File: config.mk
export PLATFORM = sky130hd
export DESIGN_NAME = reset_pulse_gen_flat
export DESIGN_NICKNAME = d
export VERILOG_FILES = /design/src/rtl/reset_pulse_gen_if.sv /design/src/rtl/reset_pulse_gen.sv /design/src/flat_wrapper.sv
export SDC_FILE = /design/constraint.sdc
export NUM_CORES = 1
export LEC_CHECK = 0
export BUFFER_PORTS_ARGS = -buffer_cell sky130_fd_sc_hd__buf_2
export CAP_MARGIN = 5
export CORE_MARGIN = 1
export CORE_UTILIZATION = 50
export DETAILED_ROUTE_END_ITERATION = 16
export PLACE_DENSITY_LB_ADDON = 0.05
export SYNTH_ARGS = -nofsm -noshare
export SYNTH_HDL_FRONTEND = slang
export SYNTH_SLANG_ARGS = --single-unit
File: constraint.sdc
create_clock -name CK -period 5.7 [get_ports CK]
set_clock_uncertainty 0.05 [all_clocks]
set_input_delay 0.57 -clock CK [delete_from_list [all_inputs] [get_ports CK]]
set_output_delay 0.57 -clock CK [all_outputs]
set_load 0.01 [all_outputs]
File: src/rtl/reset_pulse_gen_if.sv
// -----------------------------------------------------------------------------
// reset_pulse_gen_if
//
// Purpose:
//   Bundles the request/acknowledge and status signals of the board reset
//   initiator (reset_pulse_gen). The clock and own reset stay plain ports on
//   the module.
//
// Signals:
//   REQ          soft reset request, sampled on every CK edge
//   ACK_RSTb     released SYNC_RSTb of the downstream synchroniser, async to CK
//   RST_OUTb     active-low reset driven into downstream ASYNC_RSTb
//   BUSY         high while a sequence is in progress
//   DONE         one-cycle completion strobe
//   TIMEOUT_ERR  sticky acknowledge-timeout flag
//   REQ_COUNT    number of accepted soft requests, wraps at 256
//
// Modports:
//   master  the reset initiator (drives RST_OUTb and status)
//   slave   the environment (drives REQ and ACK_RSTb, observes status)
// -----------------------------------------------------------------------------
interface reset_pulse_gen_if;

    logic       REQ;
    logic       ACK_RSTb;
    logic       RST_OUTb;
    logic       BUSY;
    logic       DONE;
    logic       TIMEOUT_ERR;
    logic [7:0] REQ_COUNT;

    modport master (
        input  REQ,
        input  ACK_RSTb,
        output RST_OUTb,
        output BUSY,
        output DONE,
        output TIMEOUT_ERR,
        output REQ_COUNT
    );

    modport slave (
        output REQ,
        output ACK_RSTb,
        input  RST_OUTb,
        input  BUSY,
        input  DONE,
        input  TIMEOUT_ERR,
        input  REQ_COUNT
    );

endinterface

File: src/rtl/reset_pulse_gen.sv
// -----------------------------------------------------------------------------
// reset_pulse_gen
//
// Purpose:
//   Initiator side of the board reset chain. Drives the asynchronous reset
//   input of downstream reset synchronisers and uses their released
//   synchronous reset as an acknowledge. After its own reset it issues a
//   power-on pulse; afterwards it issues one fixed-width pulse per accepted
//   soft request. Requests arriving while a sequence runs are merged into a
//   single pending request.
//
// Parameters:
//   PULSE_LEN  cycles RST_OUTb is held low per pulse (>= 2)
//   CNT_W      width of the pulse and timeout counters
//   TIMEOUT    max cycles spent waiting for the acknowledge (timeout build only)
//
// Ports:
//   CK    clock (control/register domain)
//   RSTb  synchronous active-low reset
//   bus   reset_pulse_gen_if.master:
//           REQ (in), ACK_RSTb (in, async), RST_OUTb (out, registered),
//           BUSY (out), DONE (out), TIMEOUT_ERR (out), REQ_COUNT[7:0] (out)
//
// Configuration:
//   RESET_TIMEOUT_EN  when defined, a timeout counter runs while waiting for
//                     the acknowledge; on expiry TIMEOUT_ERR is set and the
//                     sequence completes anyway. When undefined, the wait is
//                     unbounded and TIMEOUT_ERR is tied low.
// -----------------------------------------------------------------------------
module reset_pulse_gen #(
    parameter int unsigned PULSE_LEN = 16,
    parameter int unsigned CNT_W     = 16,
    parameter int unsigned TIMEOUT   = 4096
) (
    input  logic              CK,
    input  logic              RSTb,
    reset_pulse_gen_if.master bus
);

    typedef enum logic [1:0] {
        StIdle,
        StAssert,
        StWaitAck,
        StFin
    } state_t;

    localparam logic [CNT_W-1:0] PulseLast = CNT_W'(PULSE_LEN - 1);

    state_t           state_q;
    logic [CNT_W-1:0] cnt_q;
    logic             rst_outb_q;
    logic             busy_q;
    logic             done_q;
    logic             pending_q;
    logic             seen_low_q;
    logic [7:0]       req_count_q;

    // Two-flop synchroniser for the acknowledge; nothing else touches the raw input.
    logic             ack_meta_q;
    logic             ack_s_q;

`ifdef RESET_TIMEOUT_EN
    localparam logic [CNT_W-1:0] TimeoutLast = CNT_W'(TIMEOUT - 1);

    logic [CNT_W-1:0] tcnt_q;
    logic             timeout_err_q;
`endif

    always_ff @(posedge CK) begin
        if (!RSTb) begin
            // Reset lands in StAssert so the power-on pulse starts with the
            // first edge that sees RSTb high.
            state_q     <= StAssert;
            cnt_q       <= '0;
            rst_outb_q  <= 1'b0;
            busy_q      <= 1'b1;
            done_q      <= 1'b0;
            pending_q   <= 1'b0;
            seen_low_q  <= 1'b0;
            req_count_q <= 8'd0;
            ack_meta_q  <= 1'b1;
            ack_s_q     <= 1'b1;
`ifdef RESET_TIMEOUT_EN
            tcnt_q        <= '0;
            timeout_err_q <= 1'b0;
`endif
        end else begin
            ack_meta_q <= bus.ACK_RSTb;
            ack_s_q    <= ack_meta_q;
            done_q     <= 1'b0;

            case (state_q)
                StIdle: begin
                    rst_outb_q <= 1'b1;
                    busy_q     <= 1'b0;
                    if (bus.REQ || pending_q) begin
                        state_q     <= StAssert;
                        pending_q   <= 1'b0;
                        req_count_q <= req_count_q + 8'd1;
                        seen_low_q  <= 1'b0;
                        cnt_q       <= '0;
                        rst_outb_q  <= 1'b0;
                        busy_q      <= 1'b1;
`ifdef RESET_TIMEOUT_EN
                        timeout_err_q <= 1'b0;
`endif
                    end
                end

                StAssert: begin
                    if (bus.REQ) begin
                        pending_q <= 1'b1;
                    end
                    if (!ack_s_q) begin
                        seen_low_q <= 1'b1;
                    end
                    if (cnt_q == PulseLast) begin
                        state_q    <= StWaitAck;
                        cnt_q      <= '0;
                        rst_outb_q <= 1'b1;
`ifdef RESET_TIMEOUT_EN
                        tcnt_q     <= '0;
`endif
                    end else begin
                        cnt_q <= cnt_q + 1'b1;
                    end
                end

                StWaitAck: begin
                    if (bus.REQ) begin
                        pending_q <= 1'b1;
                    end
                    if (!ack_s_q) begin
                        seen_low_q <= 1'b1;
                    end
                    // Only a release that follows an observed low counts, so a
                    // stale high acknowledge cannot end the sequence early.
                    if (seen_low_q && ack_s_q) begin
                        state_q <= StFin;
                        done_q  <= 1'b1;
                    end
`ifdef RESET_TIMEOUT_EN
                    else if (tcnt_q == TimeoutLast) begin
                        state_q       <= StFin;
                        done_q        <= 1'b1;
                        timeout_err_q <= 1'b1;
                    end else begin
                        tcnt_q <= tcnt_q + 1'b1;
                    end
`endif
                end

                StFin: begin
                    // A request here is held as pending; IDLE picks it up after
                    // one cycle with RST_OUTb high.
                    if (bus.REQ) begin
                        pending_q <= 1'b1;
                    end
                    state_q <= StIdle;
                    busy_q  <= 1'b0;
                end

                default: begin
                    state_q    <= StIdle;
                    rst_outb_q <= 1'b1;
                    busy_q     <= 1'b0;
                end
            endcase
        end
    end

    assign bus.RST_OUTb  = rst_outb_q;
    assign bus.BUSY      = busy_q;
    assign bus.DONE      = done_q;
    assign bus.REQ_COUNT = req_count_q;

`ifdef RESET_TIMEOUT_EN
    assign bus.TIMEOUT_ERR = timeout_err_q;
`else
    assign bus.TIMEOUT_ERR = 1'b0;
`endif

endmodule
File: src/flat_wrapper.sv
// flat-port wrapper written by rule: the top's interface ports become plain ports
module reset_pulse_gen_flat 
#(
    parameter int unsigned PULSE_LEN = 16,
    parameter int unsigned CNT_W     = 16,
    parameter int unsigned TIMEOUT   = 4096
)
  (CK, RSTb, bus_REQ, bus_ACK_RSTb, bus_RST_OUTb, bus_BUSY, bus_DONE, bus_TIMEOUT_ERR, bus_REQ_COUNT);
  reset_pulse_gen_if bus_i ();
  input  logic CK;
  input  logic RSTb;
  input wire logic [$bits(bus_i.REQ)-1:0] bus_REQ;
  input wire logic [$bits(bus_i.ACK_RSTb)-1:0] bus_ACK_RSTb;
  output wire logic [$bits(bus_i.RST_OUTb)-1:0] bus_RST_OUTb;
  output wire logic [$bits(bus_i.BUSY)-1:0] bus_BUSY;
  output wire logic [$bits(bus_i.DONE)-1:0] bus_DONE;
  output wire logic [$bits(bus_i.TIMEOUT_ERR)-1:0] bus_TIMEOUT_ERR;
  output wire logic [$bits(bus_i.REQ_COUNT)-1:0] bus_REQ_COUNT;
  assign bus_i.REQ = bus_REQ;
  assign bus_i.ACK_RSTb = bus_ACK_RSTb;
  assign bus_RST_OUTb = bus_i.RST_OUTb;
  assign bus_BUSY = bus_i.BUSY;
  assign bus_DONE = bus_i.DONE;
  assign bus_TIMEOUT_ERR = bus_i.TIMEOUT_ERR;
  assign bus_REQ_COUNT = bus_i.REQ_COUNT;
  reset_pulse_gen #(.PULSE_LEN(PULSE_LEN), .CNT_W(CNT_W), .TIMEOUT(TIMEOUT)) u_core (.CK(CK), .RSTb(RSTb), .bus(bus_i));
endmodule
# After elaboration in Yosys (flattened, before gate mapping)
# Cells that the tools add are included.
[op_classes] reduce_logical=15 addsub=2 eq_ne=9 n_mux=18
[ops] operator="two-way mux 16 bit" n=2
[ops] operator="case mux 16 bit (2 select lines)" n=1
[ops] operator="adder 16 x 1 -> 16 bit (second input constant)" n=1
[ops] operator="== test 16 x 4 -> 1 bit (second input constant)" n=1
[ops] operator="AND reduction 2 bit" n=5
[ops] operator="adder 8 x 1 -> 8 bit (second input constant)" n=1
[ops] operator="!= test 2 x 1 -> 1 bit (second input constant)" n=4
[ops] operator="case mux 1 bit (2 select lines)" n=4
[ops] operator="case mux 2 bit (4 select lines)" n=1
[ops] operator="two-way mux 1 bit" n=7
[ops] operator="two-way mux 2 bit" n=3
[ops] operator="AND reduction 3 bit" n=2
[ops] operator="nonzero test 2 bit" n=3
[ops] operator="== test 2 bit (second input constant)" n=2
[ops] operator="OR reduction 3 bit" n=1
[ops] operator="== test 2 x 1 -> 1 bit (second input constant)" n=1
[ops] operator="logical NOT 2 bit" n=1
[ops] operator="!= test 2 bit (second input constant)" n=1
[ops] operator="OR reduction 2 bit" n=1
[ops] operator="logical AND 1 bit" n=1
[ops] operator="logical OR 1 bit" n=1
[totals] register_bits=33 inputBits=4 out_inout_bits=12 elab_cells=54

# Logic depth before layout (Yosys ltp)
# Gate-level depths: netlist (run 1).
[depth] ltp_word=4 depth_mapped=8 ltp_nobuf=6

# Worst setup path after synthesis (run 1)
# No wires, ideal clock.
[synth_timing] kind="reg2reg" startpoint="reg u_core.state_q[0]" endpoint="reg u_core.cnt_q[14]" setup_slack_ns=3.455 t_arrival_ns=2.110 synth_period_minus_slack_ns=2.245 stages_incl_launch_ff=8 path_buffers=1 setup_time_ns=0.086 required_ns=5.564 cell_sequence="dfxtp_1 inv_1 ha_1 nor3b_2 or3_1 clkbuf_1 or4_1 a211oi_1"
[synth_via] elab_chain_cells=3 word_cells_on_any_way=6 classes_between="eq/ne (2); mux (1); reduce/logical (3)"
[synth_rtl] item="start, declared" line="reset_pulse_gen.sv:49" text="state_t state_q;"
[synth_rtl] item="start signal, assigned" line="reset_pulse_gen.sv:73" text="state_q <= StAssert;"
[synth_rtl] item="start signal, assigned" line="reset_pulse_gen.sv:97" text="state_q <= StAssert;"
[synth_rtl] item="start signal, assigned" line="reset_pulse_gen.sv:118" text="state_q <= StWaitAck;"
[synth_rtl] item="== test 2 x 1 -> 1 bit / logical NOT 2 bit (equally long branches)" line="reset_pulse_gen.sv:92" text="case (state_q)"
[synth_rtl] item="nonzero test 2 bit (no source line) / != test 2 x 1 -> 1 bit (equally long branches)"
[synth_rtl] item="AND reduction 2 bit (no source line)"
[synth_rtl] item="end signal, assigned" line="reset_pulse_gen.sv:125" text="cnt_q <= cnt_q + 1'b1;"
[synth_rtl] item="end, declared" line="reset_pulse_gen.sv:50" text="logic [CNT_W-1:0] cnt_q;"
# Parallel ways exist; a longest one is shown, timed or not.
# A chain may end at the register's enable or synchronous reset.

# Worst setup path in the final report (run 1)
[layout_timing] startpoint="reg u_core.state_q[1]" endpoint="reg u_core.cnt_q[14]"
# The elaborated chain is that of the path after synthesis.

==> impl_results.md, run 1 <==
* Status: finished clean
* Post-synthesis mux area share at 0.0125
* # rows at 20
* Adder-Cell Fraction of Synth Area at 0.0625
* RD Place Congestion at 0.807
* Syn_area_per_cell at 9.06 um^2
* First-pass GRT wire length at 5230 um
* CP top delay family: simple AND/OR/NAND/NOR gates
* F_max at 0.408 GHz
* Worst Max-Slew Pin Slew at 601 ps
* Initial antenna violation count at 0
* Antenna viol nets, final at 0
* CTS resizes at 0
* Fin. Hold Viols at 0
* DP HPWL at 2100 um
* Combinational share of power at 0.325
* Worst reg2reg setup slack at 3250 ps
* Register area share after synthesis at 0.412
* Vias in the first global route at 1,170
* Commonest non-fill, non-tap cell in the layout: dfxtp_1
* VDD IR max at 0.000286 V
* Multi-input gate area at 878 um^2
* Headroom to the max-slew limit at 0.599
* Ys flop type: dfxtp_1
* Static leakage at 0.666 nW
* Worst path bufs/invs at 1
* Distinct cells, synth at 38
* Die area at 0.00344 mm^2
* Main combinational cell family by area after synthesis: simple AND/OR/NAND/NOR gates
* Post-synthesis xor/xnor area fraction at 0.0710
* Final setup TNS at 0 ps
* Vias at 1,300
* Port-buffer cells at 14
* Post-synth ARST share at 0
* CP startpoint kind: flop
* Maxcap violations at 0
* Seq. cell area at 661 um^2
* Post-synth EDFFs at 0
* CTS clk-pin slew, worst paths at 90 ps
* Starting Density at 0.525
* CP Launch Point: u_core.state_q[1]$_SDFFE_PN0P_
* Slew Limit Fails at 0
* Worst-path maximum fanout at 11
* Internal at 393 uW
* Launching point of the worst reg2reg path: u_core.state_q[1]$_SDFFE_PN0P_
* Layout cells sized above 1 at 0.138
* TritonCTS clock tree: built
* Clock power share at 0.214
* Die width at 58.6 um
* P_sw at 216 uW
* Power per cell area at 351 mW/mm^2
* Core area at 0.00305 mm^2
* Total track usage at 0.200
* CTS root buf: clkbuf_4
* Final setup fails at 0
* Total clock sinks at 33
* DRT Wirelength at 3010 um
* Vert. Die Dim at 58.6 um
* Wire per inst at 12.9 um
* Worst path required time at 5890 ps
* Cts bufs inserted at 5
* Worst R2R End: u_core.cnt_q[14]$_SDFFE_PN0P_
* Crit path DAT at 2640 ps
* Global route overflow at 0
* Filler cells at 299
* DRC violations left at 0
* Crit Path Class: reg2reg
* H-tree depth at 2
* Post-layout min period at 2450 ps
* RSZ-0062 raised after global routing: false
* Synthesized Nets at 189
* Area grow syn2layout at 8.20%
* Crit path to: u_core.cnt_q[14]$_SDFFE_PN0P_
* Crit end category: flop
* IO Pins at 16
* Synth Area in Compound Gates at 0.137
* Pin count of the biggest net entering global routing at 29
* Post-Syn Instances at 177
* Setup Fix Bufs, Post-CTS at 0
* Synth Register Bits at 33
* Worst Reg2Reg Path Length in Cells at 6
* Stages on worst setup path at 6
* CP max stage delay at 530 ps
* Vias per inst at 5.58
* N_diodes at 0
* Nets at 201
* 1st-iter DRT viols at 74
* Flop pwr share at 0.461
* Hold crit path type: reg2reg
* Yosys warnings at 0
* Worst skew pair latency at 320 ps
* Final period utilization at 0.430
* Hold Buf Count CTS at 0
* CTS max path bufs at 2
* First drt pass iteration count at 4
* Crit path cell chain: inv_1 > ha_1 > nor2_1 > or3_1 > or4_1 > a211oi_1
* Most frequent cells in the layout: 33 x dfxtp_1, 14 x nand2_1, 14 x buf_2
* Placed instance count at 226
* Simple-gate share of the synthesized area at 0.263
* Net Sw Frac at 0.355
* Fin cells at 233
* Post-synthesis instance area at 0.00160 mm^2
* Slowest cell on crit path: or4_1
power groups by stage:
stage / clock network (mW) / logic, mW / registers, mW
floorplan: 0 / 0.160 / 0.285
global placement: 0 / 0.194 / 0.285
detailed placement: 0 / 0.197 / 0.286
CTS: 0.135 / 0.198 / 0.281
global route: 0.147 / 0.225 / 0.285
finish: 0.130 / 0.198 / 0.281
worst register-to-register path, stage by stage, from the launching register on:
cell      delay, ps
dfxtp_1         360
inv_1           120
ha_1            430
nor2_1          150
or3_1           510
or4_1           530
a211oi_1        220
how the worst min path moves through the flow:
stage | from | end | slack [ps] | cells after the start
6_report | u_core.ack_meta_q$_SDFF_PN1_ | u_core.ack_s_q$_SDFF_PN1_ | 370 | 1
5_1_grt | bus_ACK_RSTb | u_core.ack_meta_q$_SDFF_PN1_ | 380 | 2
2_1_floorplan | u_core.ack_meta_q$_SDFF_PN1_ | u_core.ack_s_q$_SDFF_PN1_ | 340 | 1
4_1_cts | u_core.ack_meta_q$_SDFF_PN1_ | u_core.ack_s_q$_SDFF_PN1_ | 370 | 1
3_5_place_dp | u_core.ack_meta_q$_SDFF_PN1_ | u_core.ack_s_q$_SDFF_PN1_ | 350 | 1
3_3_place_gp | u_core.ack_meta_q$_SDFF_PN1_ | u_core.ack_s_q$_SDFF_PN1_ | 340 | 1
cells by family after synthesis:
kind of cell	after synthesis
and+or+nand+nor	78
DFF	33
AOI/OAI and AO/OA	29
xor gates and xnor gates	13
buffers and inverters	13
adders and majority gates	8
muxes	2
other	1
layout make-up:
cell class / instances / area share
flip-flops and latches: 33 / 0.381
repair buffers: 14 / 0.0404
clock buffers: 7 / 0.0317
inverters: 4 / 0.00866
well taps: 44 / 0.0317
multi-input cells: 131 / 0.506
registers in the layout, indices dropped and copies added (netlist names):
name and flops:
u_core.cnt_q 16, u_core.bus.REQ_COUNT 8, u_core.state_q 2, u_core.ack_meta_q 1, u_core.ack_s_q 1, u_core.bus.BUSY 1, u_core.bus.DONE 1, u_core.bus.RST_OUTb 1
u_core.pending_q 1, u_core.seen_low_q 1
per-layer routing:
layer	part of all wire	vias up	GRT usage
met5	0	-	0
met4	0.0033	0	0.0476
met3	0.037	2	0.0615
met2	0.45	22	0.300
met1	0.51	611	0.280
li1	-	665	-
metrics by stage:
| step | setup slack [ps] | hold WS [ps] | cell area, um^2 | total power, mW | util |
|---|---|---|---|---|---|
| 3_3_place_gp | 3310 | 342 | 1680 | 0.478 | 0.550 |
| 6_report | 3250 | 367 | 1730 | 0.609 | 0.568 |
| 2_1_floorplan | 3450 | 336 | 1600 | 0.445 | - |
| 4_1_cts | 3260 | 371 | 1730 | 0.614 | 0.568 |
| 5_1_grt | 3120 | 383 | 1730 | 0.657 | 0.568 |
| 3_5_place_dp | 3280 | 348 | 1680 | 0.483 | 0.550 |
synthesized netlist by cell type, types with 2 or more instances:
cell	instances	area share
mux2i_1	2	0.012
nand4_1	10	0.039
xor2_1	10	0.055
nand3_1	6	0.019
buf_1	2	0.0047
nand2b_1	2	0.0078
nor3_1	11	0.034
inv_1	3	0.0070
nand2_1	14	0.033
ha_1	8	0.062
dfxtp_1	33	0.41
nor2_1	12	0.028
or4_1	7	0.033
nor2b_1	2	0.0078
buf_4	2	0.0094
a211oi_1	7	0.033
clkbuf_1	4	0.0094
a21oi_1	5	0.016
o31ai_1	3	0.014
or3_1	5	0.020
and3_1	3	0.012
o21ai_0	7	0.022
nor4_1	2	0.0078
xnor2_1	3	0.016
(Power assumes the default switching activity.)
==> inputs of run 2 (changes only) <==
==> constraint.sdc (replaced) <==
create_clock -name CK -period 2.1 [get_ports CK]
set_clock_uncertainty 0.05 [all_clocks]
set_input_delay 0.21 -clock CK [delete_from_list [all_inputs] [get_ports CK]]
set_output_delay 0.21 -clock CK [all_outputs]
set_load 0.01 [all_outputs]
==> run 2 against run 1 <==
  * Fmax grew 17%
  * Clock power increased to 2.8 times the previous value
  * Die area unchanged
  * Combinational power rose to 3.8 times the previous value
  * Cell area grew 14%
  * Final cell count rose by 11%
  * Critical path type unchanged
  * Largest power group unchanged
  * Total power rose to 3.1 times the previous value
  * Sequential share of layout area decreased by 4.4 points
  * Highest routed layer unchanged
  * Global-route usage up 3.3 points
  * Non-clock buffer count increased by 26
  * First-iteration DRC count rose by 4.1%
  * Worst setup slack worse by 3200 ps
  * Largest cell class unchanged
==> impl_results.md, run 2 (synthesis results as in run 1) <==
* CP max stage delay at 590 ps
* First-pass GRT wire length at 5870 um
* CP top delay family: simple AND/OR/NAND/NOR gates
* Total track usage at 0.233
* Slew Limit Fails at 0
* Final WS setup at 1.63 ps
* Total clock sinks at 33
* Largest register FFs at 16
* Crit path DAT at 2310 ps
* Worst hold start: RSTb
* Hold crit path type: in2reg
* CTS root buf: clkbuf_4
* Commonest non-fill, non-tap cell in the layout: dfxtp_1
* Vias at 1,404
* IO Pins at 16
* Vias per inst at 5.42
* # rows at 20
* Biggest register: u_core.cnt_q
* CTS max path bufs at 2
* F_max at 0.477 GHz
* Fin. Hold Viols at 0
* First drt pass iteration count at 5
* CTS clk-pin slew, worst paths at 110 ps
* Power per cell area at 951 mW/mm^2
* Placed instance count at 251
* Headroom to the max-slew limit at 0.653
* Crit path cell chain: or4_1 > or4_4 > a221oi_4 > mux2i_1
* Layout cells sized above 1 at 0.284
* VDD IR max at 0.000607 V
* Slowest cell on crit path: or4_4
* Pre-CTS setup slack at -45.5 ps
* Worst path required time at 2310 ps
* Core area at 0.00305 mm^2
* H-tree depth at 2
* Total power at 1.88 mW
* Maxcap violations at 0
* Die area at 0.00344 mm^2
* Most frequent cells in the layout: 30 x dfxtp_1, 25 x buf_4, 14 x nand2_1, 14 x buf_2, 12 x nor2_1
* Post-layout min period at 2100 ps
* Wire per inst at 13.2 um
* N_diodes at 0
* Starting Density at 0.525
* Final setup fails at 0
* Filler cells at 282
* Clock power share at 0.195
* RSZ-0062 raised after global routing: true
* CP startpoint kind: flop
* CP Launch Point: u_core.cnt_q[15]$_SDFFE_PN0P_
* Initial antenna violation count at 0
* Flop pwr share at 0.406
* Worst Max-Slew Pin Slew at 520 ps
* P_sw at 652 uW
* Area grow syn2layout at 23.1%
* RD Place Congestion at 0.853
* Cts bufs inserted at 5
* Antenna viol nets, final at 0
* Pin count of the biggest net entering global routing at 29
* DRC violations left at 0
* Die width at 58.6 um
* Worst skew pair latency at 340 ps
* Internal at 1.22 mW
* DRT Wirelength at 3430 um
* Status: finished clean
* Net Sw Frac at 0.347
* Nets at 227
* DP HPWL at 2520 um
* Global route overflow at 0
* Vert. Die Dim at 58.6 um
* Final period utilization at 0.999
* Launching point of the worst reg2reg path: u_core.cnt_q[15]$_SDFFE_PN0P_
* TritonCTS clock tree: built
* Combinational share of power at 0.399
* Vias in the first global route at 1,294
* Port-buffer cells at 14
* Static leakage at 0.804 nW
* Crit Path Class: reg2reg
* Setup Fix Bufs, Post-CTS at 0
* Crit end category: flop
* 1st-iter DRT viols at 77
* Worst path bufs/invs at 0
* Fin cells at 259
* Worst-path maximum fanout at 3
## run 2: what timing repair did
action,in CTS,in global routing
setup endpoints to repair,5,8
pin swaps,1,0
resized for setup,3,4
hold buffers,0,1
endpoints found under the hold margin,0,1
## run 2: area by class of cell
class                      count  area [um^2]  area share
sequential                    33          664       0.337
multi-input combinational    131          916       0.464
timing repair buffer          40          268       0.136
inverter                       4         15.0     0.00761
clock buffer                   7         55.1      0.0279
tap                           44         55.1      0.0279
## run 2: power groups by stage
stage / registers, mW / logic, mW / clock network [mW]
floorplan: 0.778 / 0.451 / 0
global route: 0.771 / 0.838 / 0.406
finish: 0.762 / 0.748 / 0.366
CTS: 0.762 / 0.741 / 0.373
global placement: 0.772 / 0.714 / 0
detailed placement: 0.776 / 0.738 / 0
## run 2: worst paths after layout
kind,slack (ps),to,cells past startpoint
setup reg to reg,2,u_core.state_q[1]$_SDFFE_PN0P_,4
hold reg to reg,370,u_core.ack_s_q$_SDFF_PN1_,1
setup / recovery,2,u_core.state_q[1]$_SDFFE_PN0P_,4
hold / removal,80,u_core.ack_meta_q$_SDFF_PN1_,2
## run 2: per-layer routing
| metal | GRT usage | routed length (um) | up-vias |
|---|---|---|---|
| met5 | 0 | 0 | - |
| met4 | 0.0816 | 58 | 0 |
| met3 | 0.0725 | 131 | 8 |
| met2 | 0.346 | 1540 | 28 |
| met1 | 0.318 | 1700 | 652 |
| li1 | - | - | 716 |
## run 2: worst register-to-register path, stage by stage (launching register included)
cell      delay [ps]
dfxtp_2          340
or4_1            490
or4_4            590
a221oi_4         320
mux2i_1          230
## run 2: per-stage QoR
stage / setup TNS, ps / instance area, um^2 / hold slack (ps) / utilization
after global routing: -276 / 1970 / 75.5 / 0.646
final: 0 / 1970 / 80.5 / 0.646
after floorplan: -11.5 / 1620 / 261 / -
after CTS: -7.46 / 1940 / 3.69 / 0.636
after global placement: 0 / 1880 / 343 / 0.615
after detailed placement: -72.9 / 1880 / 353 / 0.615
==> inputs of run 3 (changes only) <==
--- a/config.mk
+++ b/config.mk
@@ -8,7 +8,7 @@
 export BUFFER_PORTS_ARGS = -buffer_cell sky130_fd_sc_hd__buf_2
 export CAP_MARGIN = 5
 export CORE_MARGIN = 1
-export CORE_UTILIZATION = 50
+export CORE_UTILIZATION = 52
 export DETAILED_ROUTE_END_ITERATION = 16
 export PLACE_DENSITY_LB_ADDON = 0.05
 export SYNTH_ARGS = -nofsm -noshare
==> run 3 against run 2 <==
  * Flip-flop and latch count is the same
  * Total power increased by 11%
  * Final cell count is 3.9% lower
  * Largest cell class unchanged
  * Global-route usage grew 1.6 points
  * Combinational power is 7.6% higher
  * Register-to-register slack got worse by 20 ps
  * Hold slack worse by 1.6 ps
  * Die area shrank 3.7%
  * Critical path depth is the same
  * The run now ends with design-rule violations, negative setup slack left
  * Clock-buffer cell count is the same
  * Sequential share of layout area down 0.61 points
==> impl_results.md, run 3 (synthesis results as in run 1) <==
* IO Pins at 16
* 1st-iter DRT viols at 47
* Pin count of the biggest net entering global routing at 29
* Area grow syn2layout at 26.3%
* Placed instance count at 238
* Final WS setup at -18.0 ps
* Most frequent cells in the layout: 28 x dfxtp_1, 27 x buf_4, 14 x nand2_1, 14 x buf_2, 12 x nor2_1
* Final setup TNS at -28.5 ps
* DR WL met2 at 1770 um
* Filler cells at 225
* Worst path required time at 2310 ps
* Worst Max-Slew Pin Slew at 518 ps
* Total power at 2.07 mW
* Total clock sinks at 33
* CTS clk-pin slew, worst paths at 100 ps
* Top Layer Used: met4
* # rows at 19
* Starting Density at 0.567
* TritonCTS clock tree: built
* Crit path DAT at 2330 ps
* Antenna viol nets, final at 0
* Worst Reg2Reg Path Length in Cells at 4
* N_diodes at 0
* WL met1 at 1800 um
* Slowest cell on crit path: or4_4
* Crit end category: flop
* CTS max path bufs at 2
* CP max stage delay at 600 ps
* Biggest register: u_core.cnt_q
* Final period utilization at 1.01
* Pre-CTS setup slack at -94.3 ps
* Headroom to the max-slew limit at 0.654
* Die width at 57.5 um
* Multi-input gate area at 933 um^2
* DRC violations left at 2
* Post-layout min period at 2120 ps
* Status: finished, violations left
* Initial antenna violation count at 0
* Hold Worst Slack at 78.8 ps
* Power per cell area at 1020 mW/mm^2
* Maxcap violations at 0
* Final Core Density at 0.716
* Clock power share at 0.242
* Port-buffer cells at 14
* Worst reg2reg setup slack at -20 ps
* Combinational share of power at 0.388
* Cts bufs inserted at 5
* Global route overflow at 0
* P_sw at 697 uW
* DRT Wirelength at 3790 um
* Largest register FFs at 16
* Internal at 1.38 mW
* Commonest non-fill, non-tap cell in the layout: dfxtp_1
* First-pass GRT wire length at 6300 um
* Vias per inst at 5.91
* Post-layout instance area at 0.00202 mm^2
* VDD IR max at 0.000657 V
* Flop pwr share at 0.370
* Final setup fails at 2
* Layout cells sized above 1 at 0.321
* Failing checks: design-rule violations, negative setup slack
* Worst-path maximum fanout at 3
* First drt pass iteration count at 10
* Vert. Die Dim at 57.5 um
* Fin cells at 249
* DP HPWL at 2620 um
* Vias in the first global route at 1,475
* Post-DP Area at 0.00186 mm^2
* Fin. Hold Viols at 0
* Worst path bufs/invs at 0
* Total track usage at 0.249
* Net Sw Frac at 0.336
* CP top delay family: simple AND/OR/NAND/NOR gates
* RSZ-0062 raised after global routing: true
* CTS root buf: clkbuf_4
* Crit Path Class: reg2reg
* Hold crit path type: in2reg
* RD Place Congestion at 0.860
* Hold Path Cell Cnt at 2
* WL met3 at 133 um
* Slew Limit Fails at 0
* Stages on worst setup path at 4
* Die area at 0.00331 mm^2
* F_max at 0.472 GHz
* Crit path cell chain: or4_1 > or4_4 > a221oi_4 > mux2i_1
* CP startpoint kind: flop
* Vias at 1,471
* H-tree depth at 2
* Wire per inst at 15.2 um
* Worst skew pair latency at 340 ps
* Core area at 0.00283 mm^2
* Seq. cell area at 669 um^2
* Static leakage at 0.825 nW
* Nets at 229
## run 3: worst paths after layout
path,from,endpoint
worst max-delay path,u_core.cnt_q[6]$_SDFFE_PN0P_,u_core.state_q[1]$_SDFFE_PN0P_
worst min-delay path,RSTb,u_core.ack_meta_q$_SDFF_PN1_
worst min register to register,u_core.ack_meta_q$_SDFF_PN1_,u_core.ack_s_q$_SDFF_PN1_
worst max register to register,u_core.cnt_q[6]$_SDFFE_PN0P_,u_core.state_q[1]$_SDFFE_PN0P_
## run 3: routing by layer
metal / global-route usage / vias to the layer above
met5: 0 / -
met3: 0.0680 / 11
met4: 0.105 / 0
met2: 0.420 / 28
met1: 0.296 / 702
li1: - / 730
## run 3: timing repair
item	CTS	global route
hold buffers	1	0
pin swaps	3	5
setup buffers	1	1
resized for setup	5	10
hold endpoints to repair	1	0
endpoints found under the setup margin	12	8
## run 3: power groups by stage
| stage | registers (mW) | clock network, mW | logic, mW |
|---|---|---|---|
| 3_5_place_dp | 0.776 | 0 | 0.733 |
| 2_1_floorplan | 0.778 | 0 | 0.451 |
| 4_1_cts | 0.760 | 0.507 | 0.737 |
| 6_report | 0.767 | 0.503 | 0.805 |
| 5_1_grt | 0.777 | 0.532 | 0.874 |
| 3_3_place_gp | 0.772 | 0 | 0.713 |
## run 3: layout make-up
cell class | instances | area share
timing repair buffer | 42 | 0.140
clock inverter | 1 | 0.0148
tap | 31 | 0.0192
sequential | 33 | 0.331
clock buffer | 7 | 0.0272
inverter | 4 | 0.00742
multi-input combinational | 131 | 0.461
## run 3: worst register-to-register path, cell delays in order (launching register included)
cell,delay [ps]
dfxtp_1,320
or4_1,530
or4_4,600
a221oi_4,330
mux2i_1,220
